===== src/rtl/sync_fifo_pkg.sv =====
// Shared helpers for the flexible synchronous FIFO: address-width computation
// and parameter legality checks used at elaboration time.
package sync_fifo_pkg;

   function automatic int calc_aw(input int depth);
      return (depth <= 2) ? 1 : $clog2(depth);
   endfunction

   function automatic bit is_pow2(input int v);
      return (v >= 2) && ((v & (v - 1)) == 0);
   endfunction

   function automatic bit thresh_ok(input int depth, input int af, input int ae);
      return (af >= 1) && (af <= depth) && (ae >= 0) && (ae <= depth - 1);
   endfunction

endpackage


===== src/rtl/fifo_mem_2p.sv =====
// Register-array storage with synchronous write, a registered read port and a
// combinational read port; only the registered output is reset.
module fifo_mem_2p
   import sync_fifo_pkg::*;
#(
   parameter int DATA_W = 8,
   parameter int DEPTH  = 16,
   parameter int AW     = calc_aw(DEPTH)
) (
   input  logic              clk,
   input  logic              rst,
   input  logic              wr_en,
   input  logic [AW-1:0]     wr_addr,
   input  logic [DATA_W-1:0] wr_data,
   input  logic              rd_en,
   input  logic [AW-1:0]     rd_addr,
   output logic [DATA_W-1:0] rd_data_reg,
   output logic [DATA_W-1:0] rd_data_comb
);

   logic [DATA_W-1:0] mem_q [DEPTH];
   logic [DATA_W-1:0] rd_data_d, rd_data_q;

   always_ff @(posedge clk) begin
      if (wr_en) mem_q[wr_addr] <= wr_data;
   end

   always_comb begin
      rd_data_comb = mem_q[rd_addr];
      rd_data_d    = rd_en ? mem_q[rd_addr] : rd_data_q;
   end

   always_ff @(posedge clk or posedge rst) begin
      if (rst) rd_data_q <= '0;
      else     rd_data_q <= rd_data_d;
   end

   assign rd_data_reg = rd_data_q;

endmodule


===== src/rtl/sync_fifo_flex.sv =====
// Parametrised single-clock FIFO with occupancy count, programmable thresholds,
// optional first-word-fall-through, sticky error flags and synchronous flush.
module sync_fifo_flex
   import sync_fifo_pkg::*;
#(
   parameter int DATA_W    = 8,
   parameter int DEPTH     = 16,
   parameter int AF_THRESH = DEPTH - 2,
   parameter int AE_THRESH = 2,
   parameter int FWFT      = 0
) (
   input  logic                   clk,
   input  logic                   rst,
   input  logic                   flush,
   input  logic                   wr_en,
   input  logic [DATA_W-1:0]      wr_data,
   input  logic                   rd_en,
   output logic [DATA_W-1:0]      rd_data,
   output logic                   full,
   output logic                   empty,
   output logic                   almost_full,
   output logic                   almost_empty,
   output logic [$clog2(DEPTH):0] count,
   input  logic                   clr_err,
   output logic                   overflow,
   output logic                   underflow
);

   localparam int AW = calc_aw(DEPTH);
   localparam int CW = AW + 1;
   localparam logic [CW-1:0] DEPTH_C = CW'(DEPTH);
   localparam logic [CW-1:0] AF_C    = CW'(AF_THRESH);
   localparam logic [CW-1:0] AE_C    = CW'(AE_THRESH);

   if (!is_pow2(DEPTH)) begin : g_bad_depth
      $error("sync_fifo_flex: DEPTH must be a power of two >= 2");
   end
   if (!thresh_ok(DEPTH, AF_THRESH, AE_THRESH)) begin : g_bad_thresh
      $error("sync_fifo_flex: AF_THRESH or AE_THRESH out of range");
   end
   if (DATA_W < 1) begin : g_bad_width
      $error("sync_fifo_flex: DATA_W must be >= 1");
   end

   logic [AW:0]         wr_ptr_q, wr_ptr_d, rd_ptr_q, rd_ptr_d;
   logic [CW-1:0]       count_q, count_d;
   logic                overflow_q, overflow_d, underflow_q, underflow_d;
   logic                wr_acc, rd_acc, full_w, empty_w;
   logic [DATA_W-1:0]   mem_rd_reg, mem_rd_comb;

   assign full_w  = (count_q == DEPTH_C);
   assign empty_w = (count_q == '0);
   assign rd_acc  = rd_en & ~empty_w;
   assign wr_acc  = wr_en & (~full_w | rd_acc);

   // Flush wins over any access in its cycle but leaves the error flags alone.
   always_comb begin
      wr_ptr_d = wr_ptr_q;
      rd_ptr_d = rd_ptr_q;
      count_d  = count_q;
      if (flush) begin
         wr_ptr_d = '0;
         rd_ptr_d = '0;
         count_d  = '0;
      end else begin
         if (wr_acc) wr_ptr_d = wr_ptr_q + 1'b1;
         if (rd_acc) rd_ptr_d = rd_ptr_q + 1'b1;
         case ({wr_acc, rd_acc})
            2'b10:   count_d = count_q + 1'b1;
            2'b01:   count_d = count_q - 1'b1;
            default: count_d = count_q;
         endcase
      end
      overflow_d  = (overflow_q & ~clr_err) | (wr_en & ~wr_acc);
      underflow_d = (underflow_q & ~clr_err) | (rd_en & empty_w);
   end

   always_ff @(posedge clk or posedge rst) begin
      if (rst) begin
         wr_ptr_q    <= '0;
         rd_ptr_q    <= '0;
         count_q     <= '0;
         overflow_q  <= 1'b0;
         underflow_q <= 1'b0;
      end else begin
         wr_ptr_q    <= wr_ptr_d;
         rd_ptr_q    <= rd_ptr_d;
         count_q     <= count_d;
         overflow_q  <= overflow_d;
         underflow_q <= underflow_d;
      end
   end

   fifo_mem_2p #(
      .DATA_W (DATA_W),
      .DEPTH  (DEPTH),
      .AW     (AW)
   ) u_mem (
      .clk          (clk),
      .rst          (rst),
      .wr_en        (wr_acc & ~flush),
      .wr_addr      (wr_ptr_q[AW-1:0]),
      .wr_data      (wr_data),
      .rd_en        (rd_acc & ~flush),
      .rd_addr      (rd_ptr_q[AW-1:0]),
      .rd_data_reg  (mem_rd_reg),
      .rd_data_comb (mem_rd_comb)
   );

   always_comb begin
      rd_data      = (FWFT != 0) ? mem_rd_comb : mem_rd_reg;
      full         = full_w;
      empty        = empty_w;
      almost_full  = (count_q >= AF_C);
      almost_empty = (count_q <= AE_C);
      count        = count_q;
      overflow     = overflow_q;
      underflow    = underflow_q;
   end

endmodule


===== config.mk =====
export PLATFORM = sky130hd
export DESIGN_NAME = sync_fifo_flex
export DESIGN_NICKNAME = d
export VERILOG_FILES = /design/src/rtl/sync_fifo_pkg.sv /design/src/rtl/fifo_mem_2p.sv /design/src/rtl/sync_fifo_flex.sv
export SDC_FILE = /design/constraint.sdc
export NUM_CORES = 1
export LEC_CHECK = 0
export CORE_MARGIN = 10
export CORE_UTILIZATION = 50
export CTS_CLUSTER_SIZE = 25
export DETAILED_ROUTE_END_ITERATION = 8
export PLACE_DENSITY = 0.78
export RECOVER_POWER = 100
export SLEW_MARGIN = 10
export SYNTH_ARGS = -nofsm -noshare
export SYNTH_HDL_FRONTEND = slang
export SYNTH_HIERARCHICAL = 1
export SYNTH_SLANG_ARGS = --single-unit

===== constraint.sdc =====
create_clock -name clk -period 2.7 [get_ports clk]
set_input_delay 0.405 -clock clk [delete_from_list [all_inputs] [get_ports clk]]
set_output_delay 0.405 -clock clk [all_outputs]
set_load 0.05 [all_outputs]

Word-level counts from Yosys, hierarchy flattened
Memories as Yosys holds them, arrays and structs flattened. A register that Yosys moved wholly into a read port is not among the register bits.
Index checks and enable logic that the tools add are counted.
{"block": "totals", "ff_bits": 17, "latch_bits": 0, "ram_bits": 128, "rom_bits": 0, "inputBits": 14, "output_inout_bits": 19, "elab_cells": 43, "mem_count": 1}
{"block": "classes", "n_addsub": 4, "n_mul": 0, "div_mod_pow": 0, "order_cmp": 2, "n_eq_ne": 3, "n_shift": 0, "muxes": 8, "n_bitwise": 16, "reduce_logical": 4}
{"memory": "u_mem.mem_q", "words": 16, "width": 8, "rd": 1, "rd_ports_with_merged_regs": 1, "write_ports": 1, "line_no": "fifo_mem_2p.sv:21", "source": "logic [DATA_W-1:0] mem_q [DEPTH];"}
{"op": "$mux W5", "count": 5}
{"op": "$add A5 B1 Y5 const B", "count": 3}
{"op": "$pmux W5 S2", "count": 1}
{"op": "$and A1 B1 Y1", "count": 8}
{"op": "$eq A5 B5 Y1 const B", "count": 1}
{"op": "$ge A5 B4 Y1 const B", "count": 1}
{"op": "$le A5 B2 Y1 const B", "count": 1}
{"op": "$logic_not A5 Y1", "count": 1}
{"op": "$not A1 Y1", "count": 5}
{"op": "$sub A5 B1 Y5 const B", "count": 1}
{"op": "$reduce_bool A2 Y1", "count": 2}
{"op": "$or A1 B1 Y1", "count": 3}
{"op": "$reduce_bool A3 Y1", "count": 1}
{"op": "$eq A2 B1 Y1 const B", "count": 1}
{"op": "$eq A2 B2 Y1 const B", "count": 1}
{"op": "$mux W1", "count": 2}

Depth between registers and ports, before layout
{"block": "depth", "word_depth": 8, "ltp_mapped": 9, "depth_no_buf": 8}

Hierarchy
Netlist, hierarchy kept.
{"mod": "fifo_mem_2p", "n_inst": 1, "cells_per_inst": 280, "area_each_um2": 5410.2, "seq_area_each_um2": 4043.9}
{"mod": "sync_fifo_flex", "n_inst": 1, "cells_per_inst": 111, "area_each_um2": 1017.2, "seq_area_each_um2": 375.4}

Worst setup path before layout
No wires, ideal clock.
{"block": "synth_timing", "path_kind": "register -> output", "start": "register count_q[4], in the netlist count[4]", "end": "output almost_empty", "arrival_time_ns": 3.327, "t_required_ns": 2.295, "slack_ns": -1.032, "path_stages_with_launch": 3, "path_buffers": 1, "cell_sequence": "dfrtp_1 -> clkbuf_1 -> a2111oi_0"}
{"block": "synth_via", "elab_chain_len": 1}
{"element": "from (decl)", "line_no": "sync_fifo_flex.sv:46", "source": "logic [CW-1:0] count_q, count_d;"}
{"element": "from (signal assigned)", "line_no": "sync_fifo_flex.sv:88", "source": "count_q <= count_d;"}
{"element": "$le A5 B2 Y1", "line_no": "sync_fifo_flex.sv:115", "source": "almost_empty = (count_q <= AE_C);"}
{"element": "to (decl)", "line_no": "sync_fifo_flex.sv:22", "source": "output logic almost_empty,"}
Every way passes these cells.

Worst setup path in the final report
{"block": "layout_timing", "start": "register count_q[1], in the netlist count[1]", "end": "output almost_empty"}
Same word-level chain as after synthesis.

==> metrics.md <==
| Metric | Value |
|---|---|
| Syn Inst Count | `around 380` |
| Min-Delay Path Class | `input port to async pin` |
| LEAKAGE | `roughly 2.6 nW` |
| R2r worst-path depth | `8` |
| Setup violations, final | `0` |
| N_diodes | `0` |
| Final WL | `13400 µm` |
| Share of the clock period used by the worst path after layout | `96.0%` |
| Reg2reg start | `count[2]$_DFFE_PP0P_` |
| Die Y-Extent | `133 µm` |
| Overall Power | `about 7 mW` |
| Setup crit start | `count[1]$_DFFE_PP0P_` |
| Post-route DRC | `0` |
| Fin. max-slew vios | `0` |
| CTS tree | `done` |
| CTS root buf | `clkbuf_16` |
| RR Endpoint | `count[4]$_DFFE_PP0P_` |
| Crit path kind | `register to output pin` |
| Skew-Pair Late Insertion Delay | `0.42 ns` |
| Crit-path max FO | `7` |
| Worst slack, placed | `-0.0297 ns` |
| Layout cell share with drive strength beyond 1 | `18.0%` |
| Vias in the first global route | `3768` |
| PD cells | `914 nW/µm²` |
| Tmin final | `between 2 and 3 ns` |
| TritonCTS buffer count | `17` |
| Max-Cap Viols | `0` |
| Rows | `between 40 and 50` |
| Layout Cells excl Fill | `between 600 and 700` |
| CTS H-tree depth | `4` |
| Fin worst setup slack | `0.107 ns` |
| Port Buf Inserts | `32` |
| First-pass GRT wire length | `~21000 µm` |
| Post-route ant nets | `0` |
| Worst EP required | `about 2.3 ns` |
| RSZ-0062 raised after global routing | `no` |
| Initial cell density of the core | `50.9%` |
| Cell total after placement | `between 500 and 600` |
| Max clock buf depth | `2` |
| Worst-path clk slew | `0.07 ns` |
| Area Growth Syn to Fin | `17.9%` |
| Fmax | `386 MHz` |
| Synthesis warning total | `6` |
| Worst Clk Skew | `0.0108 ns` |
| Number of clock sinks | `151` |
| DRT iter0 DRCs | `340` |
| Hold bufs inserted after CTS | `0` |
| Fillers | `927` |
| Util after Layout | `60.0%` |
| Via density per instance | `slightly below 6` |
| Overflow after GRT | `0` |
| Synthesized area per cell | `16.7 µm²` |
| Worst EP arrival | `2.19 ns` |
| Final Hold Vio Count | `0` |
| Final estimated routing congestion in global placement | `0.886` |
| Post-CTS Setup Inserts | `0` |
| DR WL/cell | `21.4 µm` |
| Vias after detailed routing | `3626` |
| Post-Synthesis Cell Area | `6400 µm²` |
| Reg2reg setup slack | `0.13 ns` |
| Die width | `between 100 and 150 µm` |
| Final setup TNS | `0 ns` |
| Largest register FFs | `128` |
| IR drop worst, VDD | `0.783 mV` |
| Largest net degree at the start of global routing | `27` |
| DR pass1 iterations | `5` |
| Net Count, Synth | `403` |
| Status | `completed` |
| CP endpoint kind | `output pin` |
| Nets | `462` |
| Core footprint | `12600 µm²` |
| Worst Setup Start Kind | `register` |
| Post-DP HPWL | `8890 µm` |
| Die area | `roughly 18000 µm²` |
| Ports | `33` |
| Initial antenna violation count | `0` |
| GRT Total Usage | `between 10% and 20%` |
| Slew headroom | `27.4%` |
| Worst slew pin tran | `1.08 ns` |
[stage by stage]
step                      area [µm²]  hold slack (ns)
final                           7540            0.432
after global routing            7540            0.480
after CTS                       7590            0.286
after detailed placement        7010            0.534
after global placement          7010            0.520
after floorplan                 6420            0.221
[power breakdown]
part / switching, mW / total, mW / internal (mW) / leakage (nW)
Combinational: 1.11 / 1.79 / 0.676 / 0.848
Sequential: 0.121 / 2.78 / 2.66 / 1.44
Clock: 1.00 / 2.32 / 1.31 / 0.285
[final cells by class]
type,instances,area [µm²],area share (%)
Sequential cell,151,4420,58.7
Multi-Input combinational cell,205,1800,23.8
Timing Repair Buffer,58,489,6.49
Clock buffer,18,429,5.69
Tap cell,172,215,2.85
Clock inverter,14,153,2.02
Inverter,9,33.8,0.448
[how the worst max path moves through the flow]
stage                                        to  depth (start not counted)
2_1_floorplan              count[4]$_DFFE_PP0P_                          9
3_3_place_gp               count[2]$_DFFE_PP0P_                          7
3_5_place_dp               count[4]$_DFFE_PP0P_                          9
4_1_cts                    count[4]$_DFFE_PP0P_                          8
5_1_grt        u_mem/rd_data_reg[3]$_DFFE_PP0P_                          7
6_report                           almost_empty                          3
[placed cells by master (no fill, tap or decap), types with 2 or more instances in the layout]
master           instances
a21boi_0                 7
a21oi_1                 10
a222oi_1                 7
a2bb2oi_1                7
a31oi_1                  2
buf_4                   14
clkbuf_1                 8
clkbuf_16               17
clkbuf_2                 5
clkdlybuf4s50_1          5
clkinv_4                 2
dfrtp_1                 19
dfrtp_2                  4
dlygate4sd3_1           25
edfxtp_1               128
ha_1                     4
inv_1                    8
inv_6                    6
inv_8                    4
mux2_2                   4
mux2i_1                 41
mux4_1                   4
mux4_2                  13
nand2_1                  6
nand2b_1                 4
nand3_1                  4
nand3b_1                 3
nor2_1                  39
nor2b_1                  8
nor3_1                   5
o211ai_1                 3
o21ai_0                  2
o221ai_1                 2
xnor2_1                  3
xor2_1                   4
[layer usage]
metal	vias to the layer above	share of wire, %	global-route usage, %
li1	1635	-	-
met1	1845	44	20.3
met2	126	49	25.0
met3	20	4.7	3.53
met4	0	2.2	6.23
met5	-	0	0
[critical path, stage by stage (launching register included)]
cell and delay [ns]:
dfrtp_2 0.40, buf_4 0.16, a2111oi_2 0.34, clkdlybuf4s50_1 0.87
[repair_timing]
item / CTS / global route
hold endpoints to repair: 0 / 0
gates resized for setup: 0 / 1
endpoints found under the setup margin: 0 / 1
No activity file was read; power rests on OpenSTA's default activity.
